<file path="config.mk">
export PLATFORM = sky130hd
export DESIGN_NAME = pd_header_assembler
export DESIGN_NICKNAME = d
export VERILOG_FILES = /design/src/rtl/pd_header_assembler.sv
export SDC_FILE = /design/constraint.sdc
export NUM_CORES = 1
export LEC_CHECK = 0
export CAP_MARGIN = 20
export CELL_PAD_IN_SITES_DETAIL_PLACEMENT = 0
export CELL_PAD_IN_SITES_GLOBAL_PLACEMENT = 1
export CORE_MARGIN = 2
export CORE_UTILIZATION = 39
export CTS_BUF_LIST = sky130_fd_sc_hd__clkbuf_8
export DETAILED_ROUTE_END_ITERATION = 8
export HOLD_SLACK_MARGIN = 0.05
export PLACE_DENSITY_LB_ADDON = 0.12
export SETUP_SLACK_MARGIN = 0.02
export SYNTH_ARGS = -nofsm -noshare
export SYNTH_HDL_FRONTEND = slang
export SYNTH_SLANG_ARGS = --single-unit
</file>
<file path="constraint.sdc">
create_clock -name clk -period 2.05 [get_ports clk]
set_input_delay 0.41 -clock clk [delete_from_list [all_inputs] [get_ports clk]]
set_output_delay 0.41 -clock clk [all_outputs]
set_load 0.01 [all_outputs]
</file>
<file path="src/rtl/pd_header_assembler.sv">
`default_nettype none
// ============================================================================
// Module   : pd_header_assembler
// Purpose  : Packs an 80-byte header from 32-bit words into chunk_1/chunk_2 and
//            sequences both 512-bit blocks to the hasher.
// Revision : 1.0
// ============================================================================
module pd_header_assembler #(
    parameter int WORD_WIDTH   = 32,
    parameter int HEADER_WORDS = 20
) (
    input  logic                  clk,
    input  logic                  n_rst,
    input  logic [WORD_WIDTH-1:0] word_in,
    input  logic                  word_valid,
    output logic                  word_ready,
    input  logic                  clear,
    input  logic                  hash_ready,
    output logic                  hash_valid,
    output logic [1:0]            hash_select,
    output logic [511:0]          chunk_1,
    output logic [127:0]          chunk_2,
    output logic [4:0]            word_count,
    output logic                  header_done
);

    typedef enum logic [1:0] {
        COLLECT = 2'd0,
        HASH1   = 2'd1,
        HASH2   = 2'd2
    } state_t;

    localparam logic [4:0] C_LAST_IDX   = 5'(HEADER_WORDS - 1);
    localparam int         C_C1_WORDS   = 16;
    localparam int         C_C2_WORDS   = HEADER_WORDS - C_C1_WORDS;

    state_t r_state;
    state_t w_next_state;
    logic   w_accept;
    logic   w_hash_done;

    always_comb begin
        w_next_state = r_state;
        w_accept     = 1'b0;
        w_hash_done  = 1'b0;
        case (r_state)
            COLLECT: begin
                w_accept = word_valid;
                if (word_valid && (word_count == C_LAST_IDX)) begin
                    w_next_state = HASH1;
                end
            end
            HASH1: begin
                if (hash_ready) begin
                    w_next_state = HASH2;
                end
            end
            HASH2: begin
                if (hash_ready) begin
                    w_next_state = COLLECT;
                    w_hash_done  = 1'b1;
                end
            end
            default: w_next_state = COLLECT;
        endcase
        // clear overrides everything: drops the concurrent word and any pending completion
        if (clear) begin
            w_next_state = COLLECT;
            w_accept     = 1'b0;
            w_hash_done  = 1'b0;
        end
    end

    always_ff @(posedge clk or negedge n_rst) begin
        if (!n_rst) begin
            r_state <= COLLECT;
        end else begin
            r_state <= w_next_state;
        end
    end

    assign word_ready  = (r_state == COLLECT);
    assign hash_valid  = (r_state == HASH1) || (r_state == HASH2);
    assign hash_select = {1'b0, (r_state == HASH2)};

    always_ff @(posedge clk or negedge n_rst) begin
        if (!n_rst) begin
            chunk_1     <= '0;
            chunk_2     <= '0;
            word_count  <= '0;
            header_done <= 1'b0;
        end else if (clear) begin
            chunk_1     <= '0;
            chunk_2     <= '0;
            word_count  <= '0;
            header_done <= 1'b0;
        end else begin
            header_done <= w_hash_done;
            if (w_accept) begin
                word_count <= (word_count == C_LAST_IDX) ? 5'd0 : word_count + 5'd1;
                // word 0 lands in the most significant slot (big-endian order)
                for (int i = 0; i < C_C1_WORDS; i++) begin
                    if (word_count == 5'(i)) begin
                        chunk_1[511 - WORD_WIDTH*i -: WORD_WIDTH] <= word_in;
                    end
                end
                for (int i = 0; i < C_C2_WORDS; i++) begin
                    if (word_count == 5'(C_C1_WORDS + i)) begin
                        chunk_2[127 - WORD_WIDTH*i -: WORD_WIDTH] <= word_in;
                    end
                end
            end
        end
    end

endmodule
`default_nettype wire

</file>
==> results of run 1 <==
[where the power goes]
group	leakage, nW	internal (mW)	switching, mW
Sequential	9.03	12.9	0.0572
Combinational	8.32	0.559	1.68
Clock	1.32	6.22	5.56
[path summary, 6_finish.rpt]
path                                from      endpoint  slack, ns  depth (start not counted)
max                           r_state[1]    hash_valid       0.03                          3
min                          word_in[27]   chunk_1[27]       0.15                          3
max reg2reg                word_count[3]  chunk_1[214]       0.12                          4
min reg2reg                  chunk_1[13]   chunk_1[13]       0.53                          2
max in group asynchronous          n_rst  chunk_1[285]       1.00                          4
min in group asynchronous          n_rst  chunk_1[355]       0.16                          2
[cells by family after synthesis]
family                   after synthesis  share of synthesized area [%]
adder cells (fa/ha/maj)                8                          0.354
flip-flops                           648                           57.3
other                                  1                         0.0133
AO/OA/AOI/OAI                       1263                           22.4
AND/OR/NAND/NOR                      723                           13.0
buffers and inverters                422                           6.87
[stage by stage]
| stage | instances | util [%] | setup TNS [ns] | hold slack, ns |
|---|---|---|---|---|
| after floorplan | 3065 | - | 0 | 0.114 |
| after global placement | 4461 | 51.6 | -0.410 | 0.318 |
| after detailed placement | 4461 | 51.6 | -3.83 | 0.319 |
| after CTS | 4665 | 53.6 | -0.0238 | 0.0954 |
| after global routing | 4673 | 53.7 | -0.0144 | 0.139 |
| final | 4673 | 53.7 | 0 | 0.150 |
[cell usage after synthesis (4+ instances only)]
cell,count
dfrtp_1,648
a21oi_1,645
nand3_1,611
o21ai_0,580
clkbuf_1,235
buf_2,132
nand2_1,72
o21ai_1,30
buf_4,29
buf_6,11
buf_1,8
ha_1,8
inv_1,6
and4b_1,4
[routing by layer]
layer | share of wire, % | global-route usage, %
met1 | 38 | 42.9
met2 | 48 | 54.1
met3 | 9.6 | 9.11
met4 | 4.7 | 16.0
met5 | 0.022 | 0
[flip-flops by register name (all words and copies together) (netlist names)]
signal and flops:
r_state 2, word_count 5, chunk_2 128, chunk_1 512
header_done 1
[worst min-delay path: stages]
cell	delay, ns
buf_2	0.24
nand2_1	0.11
a21oi_1	0.05
[cell type report]
type | count | area [um2]
multi-input cells | 1997 | 10300
repair buffers | 868 | 8530
fillers | 6806 | 33200
clock inverters | 63 | 309
clock buffers | 139 | 1910
diodes | 2 | 5.00
flip-flops and latches | 648 | 16200
inverters | 6 | 22.5
well taps | 950 | 1190
[repair_timing]
item                                   in CTS  in global routing
pin swaps                                   0                  2
gates cloned                                0                  2
endpoints found under the hold margin     464                  0
setup endpoints to repair                 649                 68
hold buffers                                2                  0
setup buffers                               0                  4
gates resized for setup                   676                 10
==> run metrics, run 1 <==
outcome completed; H-tree Lvls 3; commonest non-fill, non-tap cell in the layout dfrtp_1; worst path buffer plus inverter count 2; Worst Tran Pin Value about 1.1 ns; share of layout cells above drive strength 1 between 10% and 20%; core area between 0.07 and 0.08 mm2; number of global-route vias before repair 26700; DP HPWL 81700 um; Starting Density 39.5%; Cells after Synth 3065; Req. time, crit path between 1.5 and 2 ns; DR pass1 iterations 6; worst vdd ir approximately 0.41 mV; Crit path arrival time 1.61 ns; CTS tree built; Clock Latency Late Sink about 0.73 ns; largest net degree at the start of global routing 107; die area about 0.075 mm2; Netlist cell types 40; Synth Net Count about 3100; crit-path max FO 3; Slowest-stage cell, CP dfrtp_1; DRC viols 0; largest cells by area after synthesis dfrtp_1 57%, a21oi_1 11%, nand3_1 11%; Final Instance Area between 0.03 and 0.04 mm2; final hold viol count 0; num rows 98; average size of a mapped cell around 9.2 um2; number of synthesized flops with an enable pin 0; Synth async-reset ratio 100%; ys flop type dfrtp_1; Vias 27900; RSZ-0062 raised after global routing yes; fin worst setup slack about 0.03 ns; Layout Nets approximately 3700; Lkg Pwr between 15 and 20 nW; Critical Path, Cell by Cell inv_2 -> ha_4 -> buf_6; antenna viol nets, final 0; Port Buffers roughly 690; WL per Instance around 28 um; gpl congestion around 0.85; min-delay worst type in -> reg; # setup viols final 0; Synth top area share a little under three fifths; TritonCTS Buffers approximately 110; Period Utilization, post-route between 90% and 100%; Area after DPL 0.0369 mm2; Die Y between 200 and 300 um; Post-Synthesis Cell Area between 0.02 and 0.03 mm2; total gr overflow 0; flop and latch count out of synthesis approximately 650; Placement Setup Slack -0.0922 ns; delay-heaviest family, CP flip-flops; clk sinks approximately 650; P&R area growth vs syn 36.0%; Post-Route WL roughly 130000 um; cell taking the most area after synthesis dfrtp_1; global-route wire length before repair approximately 190000 um; Max Root-Sink Buffers 3; most frequent cells in the layout 647 x dfrtp_1, 645 x a21oi_1, 642 x dlygate4sd2_1, 610 x nand3_1, 580 x o21ai_0; CTS Root Buffer Type clkbuf_8; initial antenna violation count 6; CP startpoint kind flip-flop; vias per cell approximately 6.0; drt initial violations 3319; Rel. slew slack 29.4%; Seq/Total Area, Yosys about 57%; IO Pins between 600 and 700; Worst setup EP type primary output; MaxCap Viol Count 0; Final min period ~2.0 ns; Die Wd 273 um; crit path kind reg -> out; final setup skew about 0.024 ns; max-slew violation count 0; PwrDens approximately 700 mW/mm2; Yosys warning count 0; Total GRT Usage roughly a third; max frequency 495 MHz; clock transition at the registers of the reported paths about 0.07 ns; Largest stage delay, worst path ~0.42 ns; Total Power ~27 mW
No activity file was read; power rests on OpenSTA's default activity.
==> run 2, diff against run 1 <==
- CELL_PAD_IN_SITES_DETAIL_PLACEMENT: 0 -> 1
- clock period: 2.05 -> 1.95 ns (I/O delays scaled with it)
==> run 2 against run 1 <==
The flow now finishes with violations (setup timing). Sequential power is 5% higher. Setup slack worse by 0.10 ns. Core utilization is 1.0 points higher. Hold slack lost 0.040 ns. Critical path depth is 1 higher. Final cell count increased by 0.58%. Clock skew increased by 0.014 ns. Sequential share of layout area fell by 0.77 points. Clock-buffer cell count rose by 17.
==> run metrics, run 2 (synthesized netlist as in run 1, its figures left out) <==
largest net degree at the start of global routing 99; outcome complete, but fails checks; crit-path max FO 7; DR pass1 iterations 5; area occupied by multi-input gates between 0.01 and 0.015 mm2; Non-Filler Instances 4700; # setup viols final 8; core area 0.0716 mm2; Storage cell area about 0.016 mm2; crit path kind reg -> out; RSZ-0062 raised after global routing yes; failing checks setup timing; max frequency between 400 and 500 MHz; worst vdd ir 0.487 mV; max-slew violation count 0; largest register by flop count chunk_1; Clock Latency Late Sink approximately 0.75 ns; Layout Nets 3706; Post-Route WL between 100000 and 150000 um; total gr overflow 0; Die Wd between 200 and 300 um; DP HPWL about 86000 um; Lkg Pwr approximately 19 nW; final hold viol count 0; min-delay worst type in -> async; fillcell total a little over 8000; WL per Instance between 30 and 40 um; H-tree Lvls 3; Period Utilization, post-route 104%; Req. time, crit path roughly 1.6 ns; Largest stage delay, worst path between 0.3 and 0.4 ns; CTS tree built; num rows about 100; final setup skew roughly 0.038 ns; max reg flops ~510; Placement Setup Slack -0.188 ns; Worst Tran Pin Value around 0.57 ns; CP startpoint kind flip-flop; TritonCTS Buffers 115; Crit path arrival time around 1.6 ns; drt initial violations ~2800; Critical Path, Cell by Cell inv_2 -> ha_4 -> buf_12 -> buf_8; Final min period about 2.0 ns; vias per cell 6.14; Die Y between 200 and 300 um; P&R area growth vs syn 38.5%; DRC viols 0; gpl congestion roughly 0.84; commonest non-fill, non-tap cell in the layout dfrtp_1; global-route wire length before repair between 200000 and 250000 um; biggest regs chunk_1 (512), chunk_2 (128), word_count (5); Vias about 29000; MaxCap Viol Count 0; Rel. slew slack between 60% and 70%; Starting Density just under 40%; Max Root-Sink Buffers 3; clock transition at the registers of the reported paths ~0.07 ns; most frequent cells in the layout 646 x dfrtp_1, 645 x a21oi_1, 639 x dlygate4sd2_1, 610 x nand3_1, 495 x o21ai_0; number of global-route vias before repair around 30000; IO Pins slightly below 700; Slowest-stage cell, CP dfrtp_1; Inst Count DP ~4500; PwrDens 753 mW/mm2; Total GRT Usage 36.1%; Worst setup EP type primary output; Port Buffers around 690; clk sinks between 600 and 700; fin worst setup slack -0.0737 ns; antenna viol nets, final 0; initial antenna violation count 4; die area approximately 0.075 mm2; share of layout cells above drive strength 1 12.8%; CTS Root Buffer Type clkbuf_8
[run 2: cell count changes in the layout (fill, tap and decap cells not counted), sizes merged]
cell / previous run / this run
diode: 2 / 1
clkinv: 15 / 8
bufinv: 1 / 2
clkbuf: 139 / 163
clkdlybuf4s15: 2 / 4
inv: 53 / 45
dlygate4sd2: 642 / 639
buf: 219 / 238
or2b: 2 / 1
dlygate4sd3: 2 / 3
[run 2: critical path: cells and delay by family, from the launching register on]
family | cells | cell delay [ns]
adders and majority gates | 1 | 0.17
DFF | 1 | 0.39
buffers and inverters | 3 | 0.35
[run 2: path summary, 6_finish.rpt]
kind | startpoint | to | slack, ns | cells after the start
hold / removal | n_rst | chunk_1[356] | 0.11 | 2
hold reg to reg | chunk_1[3] | chunk_1[3] | 0.53 | 2
setup reg to reg | r_state[0] | chunk_1[459] | -0.01 | 9
min in group clk | word_in[6] | chunk_1[6] | 0.12 | 4
setup / recovery | r_state[0] | word_ready | -0.07 | 4
max in group asynchronous | n_rst | chunk_1[145] | 0.88 | 3
[run 2: cell type report]
cell class	count	share of cell area, %
Sequential cell	648	41.4
Multi-Input combinational cell	1996	26.5
Inverter	6	0.0575
Timing Repair Buffer	894	22.9
Tap cell	950	3.03
Clock buffer	156	5.48
Clock inverter	49	0.687
Antenna cell	1	0.00639
[run 2: repair_timing]
item / in CTS / in global routing
resized for setup: 690 / 124
gates cloned: 0 / 12
endpoints found under the setup margin: 725 / 153
buffers inserted: 3 / 10
pin swaps: 1 / 3
hold buffers: 3 / 0
endpoints found under the hold margin: 450 / 0
[run 2: power by group]
| part | switching (mW) | internal, mW | leakage [nW] |
|---|---|---|---|
| Clock | 5.99 | 7.34 | 1.39 |
| Combinational | 1.88 | 0.692 | 8.53 |
| Sequential | 0.0626 | 13.5 | 9.03 |
[run 2: metrics by stage]
step	TNS (ns)	total power [mW]	area (um2)	util [%]	hold slack [ns]
floorplan	0	14.7	28300	-	0.0944
global route	-3.86	30.3	39200	54.7	0.103
finish	-0.141	29.5	39200	54.7	0.111
global placement	-16.41	16.2	37000	51.7	0.293
detailed placement	-42.59	16.3	37000	51.7	0.293
CTS	-0.278	29.4	38700	54.1	0.0746
[run 2: per-layer routing]
layer	vias up	share of wire [%]	GRT usage (%)
li1	12100	-	-
met1	14900	38	44.3
met2	1461	48	58.5
met3	381	8.6	8.75
met4	0	6.1	19.9
met5	-	0	0
